==> src/rtl/sobel_stream_if.sv <==
// sobel_stream_if: control, pixel-in and gradient-out bundle for sobel_stream.
//   master: drives sobel_en, pix_valid, pix_in; observes the result/status signals.
//   slave : the Sobel engine; drives out_valid, Gx, Gy, out_addr, mag, busy, sobel_done.
interface sobel_stream_if #(
    parameter int unsigned PIX_W  = 4,
    parameter int unsigned ADDR_W = 10
);
    logic              sobel_en;
    logic              pix_valid;
    logic [PIX_W-1:0]  pix_in;
    logic              out_valid;
    logic [PIX_W-1:0]  Gx;
    logic [PIX_W-1:0]  Gy;
    logic [ADDR_W-1:0] out_addr;
    logic [PIX_W-1:0]  mag;
    logic              busy;
    logic              sobel_done;

    modport master (
        output sobel_en, pix_valid, pix_in,
        input  out_valid, Gx, Gy, out_addr, mag, busy, sobel_done
    );

    modport slave (
        input  sobel_en, pix_valid, pix_in,
        output out_valid, Gx, Gy, out_addr, mag, busy, sobel_done
    );
endinterface

==> src/rtl/sobel_stream.sv <==
// sobel_stream: streaming 3x3 Sobel engine with zero padding at every border.
// Takes a raster-order gray stream and emits one clamped Gx/Gy pair (plus
// linear address) per pixel, one cycle after the beat that completes its window.
// Ports:
//   clk        - clock, rising edge
//   rst        - synchronous active-high reset
//   bus.slave  - sobel_en/pix_valid/pix_in in; out_valid/Gx/Gy/out_addr/mag/busy/sobel_done out
// Optional feature: define SOBEL_MAG_EN to compute mag = min(|Gx|+|Gy|, max);
// otherwise mag is tied to zero.
module sobel_stream #(
    parameter int unsigned PIX_W  = 4,
    parameter int unsigned IMG_W  = 32,
    parameter int unsigned IMG_H  = 32,
    parameter int unsigned ADDR_W = 10
) (
    input  logic           clk,
    input  logic           rst,
    sobel_stream_if.slave  bus
);
    localparam int unsigned NPIX  = IMG_W * IMG_H;
    localparam int unsigned NBEAT = NPIX + IMG_W + 1;
    localparam int unsigned CNT_W = $clog2(NBEAT);
    localparam int unsigned COL_W = $clog2(IMG_W);
    localparam int unsigned ROW_W = $clog2(IMG_H);
    localparam int unsigned GW    = PIX_W + 3;
    localparam logic [PIX_W-1:0] PIX_MAX = '1;

    typedef enum logic [1:0] {S_IDLE, S_RUN, S_FLUSH, S_DONE} state_t;

    state_t state, state_nxt;

    logic [CNT_W-1:0]  beat_cnt;
    logic [COL_W-1:0]  beat_col;
    logic [COL_W-1:0]  ctr_col;
    logic [ROW_W-1:0]  ctr_row;
    logic [ADDR_W-1:0] ctr_addr;

    logic              beat_c, clear_c, done_c, emit_c;
    logic [PIX_W-1:0]  beat_pix_c;

    logic [PIX_W-1:0]  lb0 [IMG_W];
    logic [PIX_W-1:0]  lb1 [IMG_W];
    logic [PIX_W-1:0]  win_l [3];
    logic [PIX_W-1:0]  win_m [3];
    logic [PIX_W-1:0]  col_c [3];

    logic signed [GW-1:0] gx_c, gy_c;

    logic              out_valid_q, busy_q, done_q;
    logic [PIX_W-1:0]  gx_q, gy_q;
    logic [ADDR_W-1:0] addr_q;

    // Zero-extend a tap into the signed gradient width, or force it to zero when padded.
    function automatic logic signed [GW-1:0] tap(input logic [PIX_W-1:0] v, input logic ok);
        return ok ? $signed(GW'(v)) : '0;
    endfunction

    // Saturate a signed gradient into [0, 2^PIX_W-1].
    function automatic logic [PIX_W-1:0] clamp(input logic signed [GW-1:0] v);
        if (v[GW-1])
            return '0;
        else if (|v[GW-2:PIX_W])
            return PIX_MAX;
        else
            return v[PIX_W-1:0];
    endfunction

    // State register
    always_ff @(posedge clk) begin
        if (rst)
            state <= S_IDLE;
        else
            state <= state_nxt;
    end

    // Next-state logic
    always_comb begin
        state_nxt = state;
        case (state)
            S_IDLE:  if (bus.sobel_en) state_nxt = S_RUN;
            S_RUN:   if (bus.pix_valid && (beat_cnt == CNT_W'(NPIX - 1))) state_nxt = S_FLUSH;
            S_FLUSH: if (beat_cnt == CNT_W'(NBEAT - 1)) state_nxt = S_DONE;
            S_DONE:  state_nxt = S_IDLE;
            default: state_nxt = S_IDLE;
        endcase
    end

    // Output decode: which beat (if any) enters the window this cycle
    always_comb begin
        beat_c     = 1'b0;
        beat_pix_c = '0;
        clear_c    = 1'b0;
        done_c     = 1'b0;
        case (state)
            S_IDLE:  clear_c = 1'b1;
            S_RUN: begin
                beat_c     = bus.pix_valid;
                beat_pix_c = bus.pix_in;
            end
            S_FLUSH: beat_c = 1'b1;
            S_DONE:  done_c = 1'b1;
            default: ;
        endcase
    end

    // The first IMG_W+1 beats only prime the window; later beats each finish one centre.
    assign emit_c = beat_c && (beat_cnt >= CNT_W'(IMG_W + 1));

    // New right-hand window column: two rows up, one row up, incoming beat.
    always_comb begin
        col_c[0] = lb1[beat_col];
        col_c[1] = lb0[beat_col];
        col_c[2] = beat_pix_c;
    end

    // Line buffers and window need no reset: stale entries are always masked by padding.
    always_ff @(posedge clk) begin
        if (beat_c) begin
            lb1[beat_col] <= lb0[beat_col];
            lb0[beat_col] <= beat_pix_c;
            for (int r = 0; r < 3; r++) begin
                win_l[r] <= win_m[r];
                win_m[r] <= col_c[r];
            end
        end
    end

    // Gradients with border masks; column masks also block wrap-around from adjacent lines.
    always_comb begin
        logic top_ok, bot_ok, lft_ok, rgt_ok;
        logic signed [GW-1:0] p_mm, p_m0, p_mp, p_0m, p_0p, p_pm, p_p0, p_pp;
        top_ok = (ctr_row != '0);
        bot_ok = (ctr_row != ROW_W'(IMG_H - 1));
        lft_ok = (ctr_col != '0);
        rgt_ok = (ctr_col != COL_W'(IMG_W - 1));
        p_mm = tap(win_l[0], top_ok && lft_ok);
        p_m0 = tap(win_m[0], top_ok);
        p_mp = tap(col_c[0], top_ok && rgt_ok);
        p_0m = tap(win_l[1], lft_ok);
        p_0p = tap(col_c[1], rgt_ok);
        p_pm = tap(win_l[2], bot_ok && lft_ok);
        p_p0 = tap(win_m[2], bot_ok);
        p_pp = tap(col_c[2], bot_ok && rgt_ok);
        gx_c = (p_mp + (p_0p <<< 1) + p_pp) - (p_mm + (p_0m <<< 1) + p_pm);
        gy_c = (p_pm + (p_p0 <<< 1) + p_pp) - (p_mm + (p_m0 <<< 1) + p_mp);
    end

    // Counters and registered results
    always_ff @(posedge clk) begin
        if (rst) begin
            beat_cnt    <= '0;
            beat_col    <= '0;
            ctr_col     <= '0;
            ctr_row     <= '0;
            ctr_addr    <= '0;
            out_valid_q <= 1'b0;
            gx_q        <= '0;
            gy_q        <= '0;
            addr_q      <= '0;
            busy_q      <= 1'b0;
            done_q      <= 1'b0;
        end else begin
            out_valid_q <= emit_c;
            done_q      <= done_c;
            busy_q      <= (state_nxt == S_RUN) || (state_nxt == S_FLUSH);
            if (clear_c) begin
                beat_cnt <= '0;
                beat_col <= '0;
                ctr_col  <= '0;
                ctr_row  <= '0;
                ctr_addr <= '0;
            end else if (beat_c) begin
                beat_cnt <= beat_cnt + 1'b1;
                beat_col <= (beat_col == COL_W'(IMG_W - 1)) ? '0 : beat_col + 1'b1;
                if (emit_c) begin
                    gx_q     <= clamp(gx_c);
                    gy_q     <= clamp(gy_c);
                    addr_q   <= ctr_addr;
                    ctr_addr <= ctr_addr + 1'b1;
                    if (ctr_col == COL_W'(IMG_W - 1)) begin
                        ctr_col <= '0;
                        ctr_row <= ctr_row + 1'b1;
                    end else begin
                        ctr_col <= ctr_col + 1'b1;
                    end
                end
            end
        end
    end

`ifdef SOBEL_MAG_EN
    localparam int unsigned MW = GW + 1;

    logic [GW-1:0]    abs_gx_c, abs_gy_c;
    logic [MW-1:0]    mag_sum_c;
    logic [PIX_W-1:0] mag_q;

    // L1 magnitude from the unclamped gradients, saturated to the pixel range.
    always_comb begin
        abs_gx_c  = gx_c[GW-1] ? -gx_c : gx_c;
        abs_gy_c  = gy_c[GW-1] ? -gy_c : gy_c;
        mag_sum_c = MW'(abs_gx_c) + MW'(abs_gy_c);
    end

    always_ff @(posedge clk) begin
        if (rst)
            mag_q <= '0;
        else if (emit_c)
            mag_q <= (|mag_sum_c[MW-1:PIX_W]) ? PIX_MAX : mag_sum_c[PIX_W-1:0];
    end

    assign bus.mag = mag_q;
`else
    assign bus.mag = '0;
`endif

    assign bus.out_valid  = out_valid_q;
    assign bus.Gx         = gx_q;
    assign bus.Gy         = gy_q;
    assign bus.out_addr   = addr_q;
    assign bus.busy       = busy_q;
    assign bus.sobel_done = done_q;
endmodule

==> src/flat_wrapper.sv <==
// flat-port wrapper written by rule: the top's interface ports become plain ports
module sobel_stream_flat 
#(
    parameter int unsigned PIX_W  = 4,
    parameter int unsigned IMG_W  = 32,
    parameter int unsigned IMG_H  = 32,
    parameter int unsigned ADDR_W = 10
)
  (clk, rst, bus_sobel_en, bus_pix_valid, bus_pix_in, bus_out_valid, bus_Gx, bus_Gy, bus_out_addr, bus_mag, bus_busy, bus_sobel_done);
  sobel_stream_if #(.PIX_W(PIX_W), .ADDR_W(ADDR_W)) bus_i ();
  input  logic clk;
  input  logic rst;
  input wire logic [$bits(bus_i.sobel_en)-1:0] bus_sobel_en;
  input wire logic [$bits(bus_i.pix_valid)-1:0] bus_pix_valid;
  input wire logic [$bits(bus_i.pix_in)-1:0] bus_pix_in;
  output wire logic [$bits(bus_i.out_valid)-1:0] bus_out_valid;
  output wire logic [$bits(bus_i.Gx)-1:0] bus_Gx;
  output wire logic [$bits(bus_i.Gy)-1:0] bus_Gy;
  output wire logic [$bits(bus_i.out_addr)-1:0] bus_out_addr;
  output wire logic [$bits(bus_i.mag)-1:0] bus_mag;
  output wire logic [$bits(bus_i.busy)-1:0] bus_busy;
  output wire logic [$bits(bus_i.sobel_done)-1:0] bus_sobel_done;
  assign bus_i.sobel_en = bus_sobel_en;
  assign bus_i.pix_valid = bus_pix_valid;
  assign bus_i.pix_in = bus_pix_in;
  assign bus_out_valid = bus_i.out_valid;
  assign bus_Gx = bus_i.Gx;
  assign bus_Gy = bus_i.Gy;
  assign bus_out_addr = bus_i.out_addr;
  assign bus_mag = bus_i.mag;
  assign bus_busy = bus_i.busy;
  assign bus_sobel_done = bus_i.sobel_done;
  sobel_stream #(.PIX_W(PIX_W), .IMG_W(IMG_W), .IMG_H(IMG_H), .ADDR_W(ADDR_W)) u_core (.clk(clk), .rst(rst), .bus(bus_i));
endmodule
==> config.mk <==
export PLATFORM = sky130hd
export DESIGN_NAME = sobel_stream_flat
export DESIGN_NICKNAME = d
export VERILOG_FILES = /design/src/rtl/sobel_stream_if.sv /design/src/rtl/sobel_stream.sv /design/src/flat_wrapper.sv
export SDC_FILE = /design/constraint.sdc
export NUM_CORES = 1
export LEC_CHECK = 0
export BUFFER_PORTS_ARGS = -buffer_cell sky130_fd_sc_hd__buf_2
export CAP_MARGIN = 20
export CORE_AREA = 2 2 187 189
export CTS_BUF_LIST = sky130_fd_sc_hd__clkbuf_8
export CTS_CLUSTER_DIAMETER = 30
export DETAILED_ROUTE_END_ITERATION = 10
export DIE_AREA = 0 0 189 191
export MAX_ROUTING_LAYER = met4
export PLACE_DENSITY_LB_ADDON = 0.1
export SLEW_MARGIN = 25
export SYNTH_ARGS = -nofsm -noshare
export SYNTH_HDL_FRONTEND = slang
export SYNTH_SLANG_ARGS = --single-unit
==> constraint.sdc <==
create_clock -name clk -period 9.1 [get_ports clk]
set_clock_uncertainty 0.15 [all_clocks]
set_input_delay 0.455 -clock clk [delete_from_list [all_inputs] [get_ports clk]]
set_output_delay 0.455 -clock clk [all_outputs]
set_load 0.02 [all_outputs]
==> Word level (Yosys, flattened, before mapping) <==
Memory sizes are Yosys's and may differ from the RTL's. A register that Yosys moved wholly into a read port is not among the register bits.
Index checks and enable logic that the tools add are counted.
{ "totals": {"output_inout_bits": 25, "regBits": 59, "mem_bits_rw": 280, "memories": 4, "wordCells": 88} }
{ "memory_table": {"columns": ["memory", "depth", "width", "rd", "rd_ports_with_merged_regs", "write_ports", "line_no", "rtl"], "rows": [
  ["u_core.lb0", 32, 4, 1, 1, 1, "sobel_stream.sv:41", "logic [PIX_W-1:0] lb0 [IMG_W];"],
  ["u_core.lb1", 32, 4, 1, 1, 1, "sobel_stream.sv:42", "logic [PIX_W-1:0] lb1 [IMG_W];"],
  ["u_core.win_l", 3, 4, 3, 0, 3, "sobel_stream.sv:43", "logic [PIX_W-1:0] win_l [3];"],
  ["u_core.win_m", 3, 4, 3, 0, 3, "sobel_stream.sv:44", "logic [PIX_W-1:0] win_m [3];"]
]} }
{ "classes": {"n_eq_ne": 11, "bitwise_logic": 1, "n_reduce_logical": 16, "addsub": 15, "n_lt_le_gt_ge": 1, "mux": 28} }
{ "op_table": {"columns": ["cell", "count"], "rows": [
  ["adder 7 bit", 8],
  ["2-to-1 mux 4 bit", 13],
  ["2-to-1 mux 5 bit", 6],
  ["adder 5 x 1 -> 5 bit (second input constant)", 3],
  ["subtractor 7 bit", 2],
  ["adder 11 x 1 -> 11 bit (second input constant)", 1],
  ["== test 11 x 10 -> 1 bit (second input constant)", 1],
  ["== test 11 bit (second input constant)", 1],
  [">= comparator 11 x 6 -> 1 bit (second input constant)", 1],
  ["adder 10 x 1 -> 10 bit (second input constant)", 1],
  ["== test 5 bit (second input constant)", 2],
  ["inequality test 5 bit (second input constant)", 2],
  ["nonzero test 5 bit", 2],
  ["case mux 2 bit (4 select lines)", 1],
  ["== test 2 bit (second input constant)", 3],
  ["logical AND 1 bit", 6],
  ["2-to-1 mux 2 bit", 3],
  ["AND reduction 3 bit", 2],
  ["OR reduction 2 bit", 3],
  ["== test 2 x 1 -> 1 bit (second input constant)", 2],
  ["2-to-1 mux 1 bit", 4],
  ["logical NOT 2 bit", 1],
  ["case mux 1 bit (2 select lines)", 1],
  ["AND reduction 2 bit", 1],
  ["other kinds (2)", 2]
]} }

==> Longest topological paths before layout <==
Gate-level depths: netlist of the first run.
{ "depth": {"ltp_word": 9, "depth_mapped": 20} }

==> Worst setup path after synthesis of the first run <==
Ideal clock, no wire load.
{ "synth_path": {"path_type": "flip-flop to flip-flop", "startpoint": "register with a tool-made name", "endpoint": "register u_core.gx_q[2] (netlist: u_core.bus.Gx[2])", "slack_ps": 2298, "arrival_ps": 6479, "setup_time_ps": 173, "stages_incl_launch_ff": 19, "path_cell_list": "dfxtp_1 -> buf_2 -> buf_2 -> mux2i_1 -> a22oi_1 -> a21oi_1 -> nor4_1 -> and2_1 -> fa_1 -> fa_1 -> inv_1 -> fa_1 -> inv_1 -> ha_1 -> or2_2 -> a21oi_1 -> a31oi_1 -> a2111oi_0 -> a221oi_1"} }
{ "synth_rtl": {"columns": ["element", "line_no", "rtl"], "rows": [
  ["to (signal assigned)", "sobel_stream.sv:176", "gx_q <= clamp(gx_c);"],
  ["to (decl)", "sobel_stream.sv:50", "logic [PIX_W-1:0] gx_q, gy_q;"]
]} }

==> metrics.txt, run 1 <==
post-route cell area 17500 um^2; Max Cap Viol 0; DR pass1 iterations 5; fmax 152 MHz; PortBufs 28; CTS Buf Count 77; DP HPWL 20800 um; top_reg_cell synth edfxtp_1; Clock Sinks 344; RSZ-0062 raised after global routing no; Final Max Slew Viols 0; sequential area share after synthesis 0.640; Area Overhead vs Synth 15.7%; synth warn 0; Final ANT Viol Nets 0; slowest stage delay, CP 0.93 ns; WS Path Type register to register; Starting Density 0.444; Die Ht approximately 190 um; via count roughly 9000; layout cells sized above 1 0.154; hold buffers post-CTS 0; Core Region 34100 um^2; Max FO, Critical Path 50; synth top area cells edfxtp_1, mux2i_1, dfxtp_1; fin nets 1256; met2 wire length 15300 um; M1 WL 15800 um; crit path buf inv count 3; most frequent cells after synthesis edfxtp_1, mux2i_1, a21oi_1; Leakage 5.83 nW; CTS tree built; Worst Tran Pin Value 1.07 ns; Hold WC Path Type input pin to register; met3 WL post-DR between 2000 and 2500 um; Antenna diodes 0; min Tclk post-route 6.59 ns; Post-synth EDFFs 280; worst vdd ir 0.000105 V; H-Tree Level Count 3; Root Buffer Master clkbuf_8; Placer Congestion 0.763; largest net degree at the start of global routing slightly above 50; global-route wire length before repair 52300 um; Avg WL per Cell between 15 and 20 um; CP top delay family adder cells; initial antenna violation count 0; clock transition at the registers of the reported paths roughly 0.060 ns; worst-path cell chain buf_4, buf_4, mux2i_1, a22oi_1, a21oi_1, nor4_1, and2_1, fa_1, fa_1, fa_1, ha_1, inv_1, fa_1, nor2b_1, nor3_1, a2111oi_1, a221oi_1; crit share post-route 0.724; worst path required time 9.35 ns; Longest Clk Path Bufs 3; setup tns final 0 ns; Setup-failing EPs final 0; placed inst area 15800 um^2; Cell variety after synth 52; Final Hold Viols 0; CP Launch Type register; post-synthesis sequential element count around 340; count leader, synth edfxtp_1; initial DRC count 732; io pins 33; vias in the first global route 9213; DR top layer met4; HP Start bus_sobel_en; post-cts sizing count 0; Max stage delay cell, worst path dfxtp_4; critical path endpoint category register; mean post-synth cell area 13.7 um^2; outcome completed; Async SR Flop Fraction 0; DIE AREA approximately 36000 um^2; Die X 189 um; GRT Util Overall 0.196; Crit path top cell by count fa_1; Row Count between 60 and 70; clock latency on the worst-skew pair 0.60 ns; Via density 5.30; dominant cell type by area after synthesis edfxtp_1; post-CTS setup buffer count 0; slew margin rel. 0.287; Crit path arrival time around 7 ns; Post-Syn Area 15100 um^2; Synth top area share 0.556; DRC violations left 0; routed wire length 33500 um; Cells after Synth around 1100; GR Overflow Total 0; P per Cell Area 209 nW/um^2
where the power goes:
group / total, mW / internal, mW / switching, mW / leakage, nW
Sequential: 1.70 / 1.70 / 0.00153 / 3.02
Combinational: 0.107 / 0.0376 / 0.0689 / 1.92
Clock: 1.86 / 1.13 / 0.733 / 0.896
cells by family (layout without fill, tap and decap cells):
group                    Yosys count  after routing  synth area share
multiplexers                     130            130            0.0860
AO/OA/AOI/OAI                    191            191            0.0834
flip-flops                       344            344             0.640
buffers and inverters            119            257            0.0331
XOR/XNOR                          17             17           0.00984
AND/OR/NAND/NOR                  240            240            0.0785
adder cells (fa/ha/maj)           65             65            0.0686
other                              1              4          0.000248
per-stage QoR:
step	instances	setup WS, ns	hold WS (ns)	power [mW]	utilization
6_report	1703	2.51	0.153	3.67	0.513
4_1_cts	1703	2.27	0.124	3.71	0.513
3_5_place_dp	1559	2.30	0.255	1.84	0.463
5_1_grt	1703	1.95	0.171	3.81	0.513
3_3_place_gp	1559	2.35	0.250	1.84	0.463
2_1_floorplan	1110	2.30	0.250	1.81	-
routing by layer:
metal,vias up,track usage
met5,-,-
met4,0,0.0538
met3,32,0.0453
met2,224,0.295
met1,4502,0.269
li1,4261,-
final cells by class:
class                           count  area, um^2
Fill cell                        2918       16600
Sequential cell                   344        9690
Multi-Input combinational cell    647        4990
Clock buffer                       80        1100
Clock inverter                     64         621
Tap cell                          455         569
Timing Repair Buffer               49         298
Inverter                           64         240
state kept, by name, summed over array words and instances (netlist names), named ones only:
register and count:
u_core.bus.busy 1, u_core.beat_col 5, u_core.lb0 128, u_core.win_l 12
u_core.bus.out_valid 1, u_core.ctr_col 5, u_core.ctr_row 5, u_core.bus.Gy 4
u_core.bus.out_addr 10, u_core.ctr_addr 10, u_core.win_m 12, u_core.bus.sobel_done 1
u_core.lb1 128, u_core.beat_cnt 11, u_core.bus.Gx 4, u_core.state 2
tightest hold or removal path: cells and delay by family:
kind | cells | cell delay [ns]
simple gates | 1 | 0.07
compound gates | 2 | 0.21
buf+inv | 1 | 0.10
worst paths after layout:
path / cells after the start / slack [ns] / end
max: 17 / 2.51 / u_core.bus.Gx[2]$_SDFFE_PP0P_
max reg2reg: 17 / 2.51 / u_core.bus.Gx[2]$_SDFFE_PP0P_
min: 4 / 0.15 / u_core.state[1]$_SDFF_PP0_
min reg2reg: 0 / 0.26 / u_core.win_l[0][5]$_DFFE_PP_
cells in the final DEF, fill, tap and decap left out, drive strengths merged, types with 35 or more instances in the layout:
master,instances
clkbuf,80
a22oi,64
inv,81
buf,49
nor2,66
nand2,66
a21oi,74
ha,35
mux2i,130
dfxtp,64
edfxtp,280
(Power assumes the default switching activity.)
==> run 2: changes to the inputs <==
--- a/config.mk
+++ b/config.mk
@@ -5,13 +5,14 @@
 export SDC_FILE = /design/constraint.sdc
 export NUM_CORES = 1
 export LEC_CHECK = 0
+export ABC_AREA = 1
 export BUFFER_PORTS_ARGS = -buffer_cell sky130_fd_sc_hd__buf_2
 export CAP_MARGIN = 20
-export CORE_AREA = 2 2 187 189
+export CORE_AREA = 2 2 190 192
 export CTS_BUF_LIST = sky130_fd_sc_hd__clkbuf_8
 export CTS_CLUSTER_DIAMETER = 30
 export DETAILED_ROUTE_END_ITERATION = 10
-export DIE_AREA = 0 0 189 191
+export DIE_AREA = 0 0 192 194
 export MAX_ROUTING_LAYER = met4
 export PLACE_DENSITY_LB_ADDON = 0.1
 export SLEW_MARGIN = 25
==> constraint.sdc (replaced) <==
create_clock -name clk -period 6.6 [get_ports clk]
set_clock_uncertainty 0.15 [all_clocks]
set_input_delay 0.33 -clock clk [delete_from_list [all_inputs] [get_ports clk]]
set_output_delay 0.33 -clock clk [all_outputs]
set_load 0.02 [all_outputs]
==> run 2 against run 1 <==
  * Total power is 78% higher
  * Flip-flop and latch count stayed put
  * Die area is 3.2% higher
  * Core utilization is 0.81 points lower
  * Synthesized cell count is 39% higher
  * Routed wire length is 11% higher
  * Hold slack better by 0.027 ns
  * Sequential share of layout area is 0.87 points lower
  * Register-to-register slack worse by 1.6 ns
  * Highest routed layer unchanged
  * Critical path type unchanged
  * Final area is 1.6% higher
  * Critical endpoint is now u_core.bus.Gy[1]$_SDFFE_PP0P_
==> metrics.txt, run 2 <==
outcome completed; Final Max Slew Viols 0; crit path buf inv count 5; vias in the first global route 10800; RSZ-0062 raised after global routing no; Via density 5.06; Leakage 7.01 nW; Hold Worst Slack 0.180 ns; WS Path Type register to register; Cell variety after synth 34; routed wire length 37100 um; synth warn 0; CTS tree built; worst-path cell chain clkinv_2, buf_12, nand2_1, nand3_1, nand3_1, nand2_1, nand2_1, nand3_1, nand2_1, nor2_2, inv_2, fa_1, fa_1, inv_1, fa_1, inv_1, ha_1, a21oi_1, nand2_1, xnor2_1, nand3b_1, nand2_1, a21oi_1; Longest Clk Path Bufs 3; commonest non-fill, non-tap cell in the layout nand2_1; Cells after Synth 1540; Compound-Gate Fraction of Synth Area 0.0257; top_reg_cell synth edfxtp_1; Starting Density 0.446; Max stage delay cell, worst path clkinv_2; post-synthesis sequential element count about 340; Final Hold Viols 0; post-CTS setup buffer count 0; post-synthesis mux area share 0; Max FO, Critical Path between 40 and 50; Core Region 35200 um^2; setup ws final a little under 0.9 ns; Avg WL per Cell 17.5 um; fmax 175 MHz; io pins 33; mean post-synth cell area just over 10 um^2; largest net degree at the start of global routing 65; fin nets about 1700; adder-cell share of the synthesized area 0.0661; slowest stage delay, CP ~0.7 ns; Max Cap Viol 0; worst path required time 6.90 ns; worst vdd ir 0.000153 V; DRC violations left 0; Die X between 150 and 200 um; synth top area cells edfxtp_1, nand2_1, dfxtp_1; crit share post-route 0.865; P per Cell Area 367 nW/um^2; DP Worst Slack 0.909 ns; sequential area share after synthesis 0.617; Area Overhead vs Synth 13.2%; layout cells sized above 1 0.109; main combinational cell family by area after synthesis simple AND/OR/NAND/NOR gates; Root Buffer Master clkbuf_8; biggest regs u_core.lb0: 128 flops, u_core.lb1: 128 flops; initial DRC count 698; Hold WC Path Type input pin to register; initial antenna violation count 0; CTS Buf Count slightly below 80; slew margin rel. 0.347; min Tclk post-route 5.71 ns; Row Count between 60 and 70; Layout Utilization 0.505; Crit path top cell by count nand2_1; critical path endpoint category register; via count 10800; PortBufs 28; Clock Sinks 344; DP HPWL ~22000 um; Worst Tran Pin Value 0.976 ns; DR pass1 iterations 7; CP Launch Type register; GR Overflow Total 0; Setup-failing EPs final 0; Die Ht 194 um; GRT Util Overall 0.213; Post-Syn Area around 16000 um^2; count leader, synth nand2_1; global-route wire length before repair ~59000 um; xor-xnor portion of the synthesized cell area 0.00557; most frequent cells in the layout nand2_1, edfxtp_1, nand3_1; dominant cell type by area after synthesis edfxtp_1; clock transition at the registers of the reported paths 0.06 ns; Async SR Flop Fraction 0; Final ANT Viol Nets 0; Total Power 6.53 mW; Post-Synth Simple-Gate Area 0.227; clock latency on the worst-skew pair 0.60 ns; CP top delay family adder cells; setup tns final 0 ns; Post-synth EDFFs 280; Antenna diodes 0; H-Tree Level Count 3; Synth top area share 0.535; most frequent cells after synthesis nand2_1, edfxtp_1, nand3_1; Crit path arrival time 6.01 ns; DIE AREA 37200 um^2; Placer Congestion 0.829
[run 2: layout make-up]
cell class	count	area (um^2)
clock buffers	85	1170
clock inverters	55	384
fillers	3302	17400
inverters	132	502
multi-input cells	996	5110
flip-flops and latches	344	9690
well taps	461	577
repair buffers	53	358
[run 2: cell families after synthesis]
logic type                 count (synthesis)
other                                      1
AOI/OAI and AO/OA                         79
and+or+nand+nor                          838
DFF                                      344
xor gates and xnor gates                  10
adders and majority gates                 65
buffers and inverters                    203
[run 2: final timing paths]
| check | start | end | slack, ns | depth (start not counted) |
|---|---|---|---|---|
| max reg2reg | register | u_core.bus.Gy[1]$_SDFFE_PP0P_ | 0.89 | 23 |
| min | bus_pix_valid | u_core.beat_cnt[0]$_SDFFE_PP0P_ | 0.18 | 5 |
| min reg2reg | u_core.win_m[0][6]$_DFFE_PP_ | u_core.win_l[0][6]$_DFFE_PP_ | 0.26 | 0 |
| max | register | u_core.bus.Gy[1]$_SDFFE_PP0P_ | 0.89 | 23 |
[run 2: what timing repair did]
action,CTS,global route
hold buffers,2,0
gates resized for setup,0,0
hold endpoints to repair,21,0
[run 2: metal layers]
layer	global-route usage	wire length [um]	up-vias
li1	-	-	5290
met1	0.290	17000	5154
met5	-	0	-
met4	0.0616	607	0
met2	0.323	17200	265
met3	0.0434	2320	42
[run 2: stage by stage]
| step | cell area, um^2 | std cells |
|---|---|---|
| after CTS | 17800 | 2126 |
| final | 17800 | 2126 |
| after global routing | 17800 | 2126 |
| after detailed placement | 16200 | 1984 |
| after global placement | 16200 | 1984 |
| after floorplan | 15700 | 1543 |
[run 2: power breakdown]
group	leakage (nW)	switching [mW]	total, mW	internal (mW)
Combinational	3.08	1.08	1.53	0.454
Sequential	3.07	0.0400	2.66	2.62
Clock	0.859	0.962	2.34	1.38
[run 2: worst register-to-register path, cell delays in order, from the launching register on]
cell and delay (ns):
dfxtp_4 0.60, clkinv_2 0.69, buf_12 0.44, nand2_1 0.09
nand3_1 0.06, nand3_1 0.14, nand2_1 0.13, nand2_1 0.11
nand3_1 0.08, nand2_1 0.13, nor2_2 0.08, inv_2 0.06
fa_1 0.43, fa_1 0.54, inv_1 0.06, fa_1 0.52
inv_1 0.04, ha_1 0.35, a21oi_1 0.20, nand2_1 0.09
xnor2_1 0.29, nand3b_1 0.12, nand2_1 0.08, a21oi_1 0.05
